**src/rtl/ecc_57_err_collect_if.sv**
```systemverilog
// Read-side handshake bundle between the ECC detector, the collector and its consumer.
// The slave modport is the collector's view; master is the producer/consumer side.
interface ecc_57_err_collect_if #(
  parameter int DATA_WIDTH = 57,
  parameter int ADDR_WIDTH = 8
);
  logic                  in_vld;
  logic                  in_rdy;
  logic [DATA_WIDTH-1:0] in_data;
  logic [ADDR_WIDTH-1:0] in_addr;
  logic                  in_sbit_err;
  logic                  in_dbit_err;
  logic                  in_ecc_fault;
  logic                  out_vld;
  logic                  out_rdy;
  logic [DATA_WIDTH-1:0] out_data;
  logic                  out_poison;

  modport slave (
    input  in_vld, in_data, in_addr, in_sbit_err, in_dbit_err, in_ecc_fault, out_rdy,
    output in_rdy, out_vld, out_data, out_poison
  );

  modport master (
    output in_vld, in_data, in_addr, in_sbit_err, in_dbit_err, in_ecc_fault, out_rdy,
    input  in_rdy, out_vld, out_data, out_poison
  );
endinterface

```
**src/rtl/ecc_57_err_collect.sv**
```systemverilog
// ECC error collector: 2-entry output buffer, saturating error counters, first-error capture, sticky irq.
// Latency 1 cycle to out_vld; in_rdy drops only when both entries are full (registered count).
module ecc_57_err_collect #(
  parameter int DATA_WIDTH = 57,
  parameter int ADDR_WIDTH = 8,
  parameter int CNT_WIDTH  = 8,
  parameter int SBIT_THR   = 16
) (
  input  logic                  clk,
  input  logic                  rst,
  ecc_57_err_collect_if.slave   bus,
  input  logic                  cnt_clr,
  output logic [CNT_WIDTH-1:0]  sbit_cnt,
  output logic [CNT_WIDTH-1:0]  dbit_cnt,
  output logic [CNT_WIDTH-1:0]  fault_cnt,
  output logic [ADDR_WIDTH-1:0] err_addr,
  output logic [1:0]            err_type,
  output logic                  err_vld,
  output logic                  irq
);

  typedef struct packed {
    logic [DATA_WIDTH-1:0] data;
    logic                  poison;
  } entry_t;

  entry_t     mem [2];
  logic [1:0] count;
  logic       wr_ptr;
  logic       rd_ptr;
  logic       accept;
  logic       pop;
  logic       any_err;

  assign bus.in_rdy     = (count < 2'd2);
  assign bus.out_vld    = (count != 2'd0);
  assign bus.out_data   = mem[rd_ptr].data;
  assign bus.out_poison = mem[rd_ptr].poison;

  assign accept  = bus.in_vld & bus.in_rdy;
  assign pop     = bus.out_vld & bus.out_rdy;
  assign any_err = bus.in_sbit_err | bus.in_dbit_err | bus.in_ecc_fault;

  always_ff @(posedge clk) begin
    if (rst) begin
      count  <= 2'd0;
      wr_ptr <= 1'b0;
      rd_ptr <= 1'b0;
      mem[0] <= '0;
      mem[1] <= '0;
    end else begin
      if (accept) begin
        mem[wr_ptr] <= '{data: bus.in_data, poison: bus.in_dbit_err | bus.in_ecc_fault};
        wr_ptr      <= ~wr_ptr;
      end
      if (pop) rd_ptr <= ~rd_ptr;
      case ({accept, pop})
        2'b10:   count <= count + 2'd1;
        2'b01:   count <= count - 2'd1;
        default: count <= count;
      endcase
    end
  end

  // Clear is applied before the increment, so a coincident event leaves the count at 1.
  function automatic logic [CNT_WIDTH-1:0] sat_next(input logic [CNT_WIDTH-1:0] cur,
                                                    input logic inc, input logic clr);
    logic [CNT_WIDTH-1:0] base;
    base = clr ? '0 : cur;
    if (inc && (base != '1)) base = base + CNT_WIDTH'(1);
    return base;
  endfunction

  logic [CNT_WIDTH-1:0] sbit_nxt, dbit_nxt, fault_nxt;
  logic                 sbit_inc, dbit_inc, fault_inc;
  logic                 irq_set;
  logic [1:0]           type_nxt;

  always_comb begin
    sbit_inc  = accept & bus.in_sbit_err;
    dbit_inc  = accept & bus.in_dbit_err;
    fault_inc = accept & bus.in_ecc_fault;
    sbit_nxt  = sat_next(sbit_cnt, sbit_inc, cnt_clr);
    dbit_nxt  = sat_next(dbit_cnt, dbit_inc, cnt_clr);
    fault_nxt = sat_next(fault_cnt, fault_inc, cnt_clr);
    irq_set   = dbit_inc | fault_inc | (sbit_inc & (sbit_nxt == CNT_WIDTH'(SBIT_THR)));
    type_nxt  = bus.in_ecc_fault ? 2'b11 : (bus.in_dbit_err ? 2'b10 : 2'b01);
  end

  always_ff @(posedge clk) begin
    if (rst) begin
      sbit_cnt  <= '0;
      dbit_cnt  <= '0;
      fault_cnt <= '0;
      err_addr  <= '0;
      err_type  <= 2'b00;
      err_vld   <= 1'b0;
      irq       <= 1'b0;
    end else begin
      sbit_cnt  <= sbit_nxt;
      dbit_cnt  <= dbit_nxt;
      fault_cnt <= fault_nxt;
      if (accept && any_err && (!err_vld || cnt_clr)) begin
        err_addr <= bus.in_addr;
        err_type <= type_nxt;
        err_vld  <= 1'b1;
      end else if (cnt_clr) begin
        err_addr <= '0;
        err_type <= 2'b00;
        err_vld  <= 1'b0;
      end
      if (irq_set)      irq <= 1'b1;
      else if (cnt_clr) irq <= 1'b0;
    end
  end

endmodule
```
**src/flat_wrapper.sv**
```systemverilog
// flat-port wrapper written by rule: the top's interface ports become plain ports
module ecc_57_err_collect_flat 
#(
  parameter int DATA_WIDTH = 57,
  parameter int ADDR_WIDTH = 8,
  parameter int CNT_WIDTH  = 8,
  parameter int SBIT_THR   = 16
)
  (clk, rst, cnt_clr, sbit_cnt, dbit_cnt, fault_cnt, err_addr, err_type, err_vld, irq, bus_in_vld, bus_in_data, bus_in_addr, bus_in_sbit_err, bus_in_dbit_err, bus_in_ecc_fault, bus_out_rdy, bus_in_rdy, bus_out_vld, bus_out_data, bus_out_poison);
  ecc_57_err_collect_if #(.DATA_WIDTH(DATA_WIDTH), .ADDR_WIDTH(ADDR_WIDTH)) bus_i ();
  input  logic clk;
  input  logic rst;
  input  logic cnt_clr;
  output logic [CNT_WIDTH-1:0] sbit_cnt;
  output logic [CNT_WIDTH-1:0] dbit_cnt;
  output logic [CNT_WIDTH-1:0] fault_cnt;
  output logic [ADDR_WIDTH-1:0] err_addr;
  output logic [1:0] err_type;
  output logic err_vld;
  output logic irq;
  input wire logic [$bits(bus_i.in_vld)-1:0] bus_in_vld;
  input wire logic [$bits(bus_i.in_data)-1:0] bus_in_data;
  input wire logic [$bits(bus_i.in_addr)-1:0] bus_in_addr;
  input wire logic [$bits(bus_i.in_sbit_err)-1:0] bus_in_sbit_err;
  input wire logic [$bits(bus_i.in_dbit_err)-1:0] bus_in_dbit_err;
  input wire logic [$bits(bus_i.in_ecc_fault)-1:0] bus_in_ecc_fault;
  input wire logic [$bits(bus_i.out_rdy)-1:0] bus_out_rdy;
  output wire logic [$bits(bus_i.in_rdy)-1:0] bus_in_rdy;
  output wire logic [$bits(bus_i.out_vld)-1:0] bus_out_vld;
  output wire logic [$bits(bus_i.out_data)-1:0] bus_out_data;
  output wire logic [$bits(bus_i.out_poison)-1:0] bus_out_poison;
  assign bus_i.in_vld = bus_in_vld;
  assign bus_i.in_data = bus_in_data;
  assign bus_i.in_addr = bus_in_addr;
  assign bus_i.in_sbit_err = bus_in_sbit_err;
  assign bus_i.in_dbit_err = bus_in_dbit_err;
  assign bus_i.in_ecc_fault = bus_in_ecc_fault;
  assign bus_i.out_rdy = bus_out_rdy;
  assign bus_in_rdy = bus_i.in_rdy;
  assign bus_out_vld = bus_i.out_vld;
  assign bus_out_data = bus_i.out_data;
  assign bus_out_poison = bus_i.out_poison;
  ecc_57_err_collect #(.DATA_WIDTH(DATA_WIDTH), .ADDR_WIDTH(ADDR_WIDTH), .CNT_WIDTH(CNT_WIDTH), .SBIT_THR(SBIT_THR)) u_core (.clk(clk), .rst(rst), .bus(bus_i), .cnt_clr(cnt_clr), .sbit_cnt(sbit_cnt), .dbit_cnt(dbit_cnt), .fault_cnt(fault_cnt), .err_addr(err_addr), .err_type(err_type), .err_vld(err_vld), .irq(irq));
endmodule
```
**config.mk**
```make
export PLATFORM = sky130hd
export DESIGN_NAME = ecc_57_err_collect_flat
export DESIGN_NICKNAME = d
export VERILOG_FILES = /design/src/rtl/ecc_57_err_collect_if.sv /design/src/rtl/ecc_57_err_collect.sv /design/src/flat_wrapper.sv
export SDC_FILE = /design/constraint.sdc
export NUM_CORES = 1
export LEC_CHECK = 0
export ABC_AREA = 1
export CORE_UTILIZATION = 40
export CTS_CLUSTER_DIAMETER = 50
export CTS_CLUSTER_SIZE = 14
export DETAILED_ROUTE_END_ITERATION = 8
export HOLD_SLACK_MARGIN = 0.05
export PLACE_DENSITY = 0.77
export RECOVER_POWER = 25
export SLEW_MARGIN = 15
export SYNTH_ARGS = -nofsm -noshare
export SYNTH_HDL_FRONTEND = slang
export SYNTH_SLANG_ARGS = --single-unit
```
**constraint.sdc**
```tcl
create_clock -name clk -period 3.75 [get_ports clk]
set_input_delay 0.75 -clock clk [delete_from_list [all_inputs] [get_ports clk]]
set_output_delay 0.75 -clock clk [all_outputs]
set_load 0.02 [all_outputs]
```
==> impl_metrics.env <==
export IMPL_status="finished, final reports clean"
export IMPL_cts_tree="built"
export IMPL_cts_repair_resize_count=0
export IMPL_hold_viol_final=0
export IMPL_worst_ep_required_time_ns=3.00
export IMPL_clock_path_buffers=2
export IMPL_place_congestion=0.869
export IMPL_p_leak_uw=0.00387
export IMPL_rows=47
export IMPL_initial_utilization_pct=41.3
export IMPL_startpoint_type="register"
export IMPL_route_final_wire_length_um=15600
export IMPL_io_pins=169
export IMPL_floorplan_die_height_um=134
export IMPL_tritoncts_num_buffers=17
export IMPL_timing_critical_path_buf_inv=2
export IMPL_fin_skew_ns=0.00782
export IMPL_post_drt_via_cell_ratio=4.83
export IMPL_worst_setup_hold_path_clk_slew_ns=0.06
export IMPL_rsz_0062_raised_after_global_routing="false"
export IMPL_grt_pass1_vias=5124
export IMPL_antenna_left=0
export IMPL_layout_cell_share_with_drive_strength_beyond_1_pct=14.3
export IMPL_floorplan_core_area_sq_mm=0.0168
export IMPL_finalNonFillerCells=1059
export IMPL_detail_placement_hpwl_um=10100
export IMPL_cp_data_arrival_time_ns=2.15
export IMPL_cts_htree_levels=4
export IMPL_ys_seq_elements=157
export IMPL_power_per_cell_area_mw_per_mm2=527
export IMPL_synth_avg_cell_area_sq_um=10.5
export IMPL_totalNegativeSetupSlack_ns=0
export IMPL_synthToLayoutAreaGrowth_pct=35.9
export IMPL_cts_num_sinks=157
export IMPL_finish_utilization_pct=56.1
export IMPL_slowest_delay_ns=0.58
export IMPL_antennaDiodeCount=0
export IMPL_slew_headroom_pct=12.7
export IMPL_routed_via_count=5116
export IMPL_cts_root_buffer="sky130_fd_sc_hd__clkbuf_16"
export IMPL_crit_path_end_kind="output port"
export IMPL_synthCells=659
export IMPL_global_route_wire_length_before_repair_um=25000
export IMPL_groute_usage_overall_pct=18.1
export IMPL_maxCapViolations=0
export IMPL_timing_critical_path_fanout_max=35
export IMPL_worst_hold_path_type="register to register"
export IMPL_worst_path_cell_chain="buf_4 > mux2_2 > clkdlybuf4s50_1"
export IMPL_ys_seq_area_share_pct=62.2
export IMPL_achievable_frequency_ghz=0.345
export IMPL_post_place_cells=1027
export IMPL_die_w_um=134
export IMPL_ratio_of_final_minimum_period_to_clock_period_pct=77.2
export IMPL_synth_nets=735
export IMPL_worstSetupPathType="register to output port"
export IMPL_slew_viol_final=0
export IMPL_grt_overflow_total=0
export IMPL_drt_initial_drc_count=278
export IMPL_finalHoldWorstSlack_ns=0.449
export IMPL_setup_viol_count_final=0
export IMPL_cts_hold_buffers=0
export IMPL_cell_area_after_synthesis_sq_mm=0.00692
export IMPL_largest_net_degree_at_the_start_of_global_routing=60
export IMPL_ir_worst_vdd_mv=0.304
export IMPL_finalWorstPathRequiredPeriod_ns=2.90
export IMPL_clkLatencyLatePin_ns=0.41
export IMPL_timing_critical_path_max_delay_family="buffers and inverters"
export IMPL_timing_critical_path_slowest_stage_cell="sky130_fd_sc_hd__clkdlybuf4s50_1"
export IMPL_timing_worst_slew_pin_value_ns=1.31
export IMPL_avg_wl_per_cell_um=14.7
export IMPL_drcViolationCount=0
export IMPL_yosys_warnings=0
export IMPL_detail_route_first_pass_iterations=5
export IMPL_io_buffer_count=168
export IMPL_die_area_sq_mm=0.0178
export IMPL_cts_setup_buffers=0
export IMPL_grt_antenna_before_repair=0
export IMPL_yosysUniqueCellTypes=31
export IMPL_finalNetCount=902
cells by family (layout without fill, tap and decap cells):
logic type / after synthesis / count (layout) / share of synthesized area, %
mux: 58 / 58 / 9.43
buf+inv: 120 / 300 / 6.88
compound gates: 46 / 46 / 3.36
fa+ha+maj: 3 / 3 / 0.542
flops: 157 / 157 / 62.2
xor+xnor: 4 / 4 / 0.506
simple gates: 271 / 271 / 17.1
cell usage in the layout, fill, tap and decap left out, types with 3 or more instances in the layout:
master / n
sky130_fd_sc_hd__nor2_1: 159
sky130_fd_sc_hd__clkdlybuf4s50_1: 144
sky130_fd_sc_hd__edfxtp_1: 116
sky130_fd_sc_hd__inv_1: 86
sky130_fd_sc_hd__mux2_2: 58
sky130_fd_sc_hd__nand2_1: 51
sky130_fd_sc_hd__dfxtp_1: 40
sky130_fd_sc_hd__a21oi_1: 31
sky130_fd_sc_hd__nand3_1: 26
sky130_fd_sc_hd__dlygate4sd3_1: 24
sky130_fd_sc_hd__clkbuf_16: 18
sky130_fd_sc_hd__nand4_1: 14
sky130_fd_sc_hd__o21ai_0: 12
sky130_fd_sc_hd__inv_2: 6
sky130_fd_sc_hd__nor2_2: 5
sky130_fd_sc_hd__buf_4: 5
sky130_fd_sc_hd__nand3_2: 4
sky130_fd_sc_hd__xnor2_1: 3
sky130_fd_sc_hd__ha_1: 3
sky130_fd_sc_hd__clkinv_2: 3
sky130_fd_sc_hd__clkbuf_1: 3
sequential cells by signal (all words and copies together), names as in the netlist, named ones only:
| signal | cells |
|---|---|
| u_core.rd_ptr | 1 |
| u_core.count | 2 |
| u_core.err_vld | 1 |
| u_core.wr_ptr | 1 |
| u_core.mem | 116 |
| u_core.err_addr | 8 |
| u_core.sbit_cnt | 8 |
| u_core.err_type | 2 |
| u_core.irq | 1 |
| u_core.fault_cnt | 8 |
| u_core.dbit_cnt | 8 |
worst paths after layout:
path | startpoint | end | slack (ns) | cells after the start
worst max-delay path | register | bus_out_data[54] | 0.85 | 3
worst min-delay path | u_core.rd_ptr$_SDFFE_PP0P_ | register | 0.45 | 1
worst max register to register | u_core.count[1]$_SDFFE_PP0P_ | u_core.mem[0][7]$_SDFFCE_PN0P_ | 1.47 | 6
worst min register to register | u_core.rd_ptr$_SDFFE_PP0P_ | register | 0.45 | 1
Yosys cell counts (all sizes together):
cell	instances	area, sq um
buf	14	78.8
inv	92	345
clkbuf	14	52.6
o21ai	14	70.1
xor2	1	8.76
dfxtp	41	821
or2	1	6.26
ha	3	37.5
nand2	54	213
a21oi	31	155
nor2	166	651
nor3	3	25.0
o21bai	1	7.51
mux2	58	653
edfxtp	116	3480
xnor2	3	26.3
nand3	31	188
nand4	14	87.6
nand3b	2	15.0
through the flow:
step | power [uW] | area (sq um) | worst slack [ns]
floorplan | 2830 | 6920 | 0.573
global placement | 3350 | 8860 | 0.726
detailed placement | 3360 | 8860 | 0.663
CTS | 5020 | 9430 | 0.794
global route | 5170 | 9410 | 0.677
finish | 4950 | 9410 | 0.854
cell type report:
| class | instances | area [sq um] |
|---|---|---|
| clock buffer | 23 | 489 |
| clock inverter | 9 | 81.3 |
| fill | 1482 | 7350 |
| inverter | 92 | 345 |
| multi-input combinational | 382 | 2150 |
| sequential | 157 | 4310 |
| tap | 220 | 275 |
| timing repair buffer | 176 | 1760 |
report_power, final:
| part | internal [uW] | switching [uW] | total (uW) |
|---|---|---|---|
| Sequential | 2060 | 51.8 | 2110 |
| Clock | 988 | 660 | 1650 |
| Combinational | 558 | 641 | 1200 |
| Total | 3600 | 1350 | 4950 |
per-layer routing:
layer | up-vias | wire length (um) | GRT usage [%] | share of wire, %
met2 | 175 | 7670 | 31.2 | 49
met5 | - | 0 | 0 | 0
li1 | 2508 | - | - | -
met1 | 2416 | 6660 | 21.6 | 43
met3 | 17 | 1090 | 4.91 | 7.0
met4 | 0 | 189 | 6.57 | 1.2
Note: power is estimated with default switching activity, not from simulation.
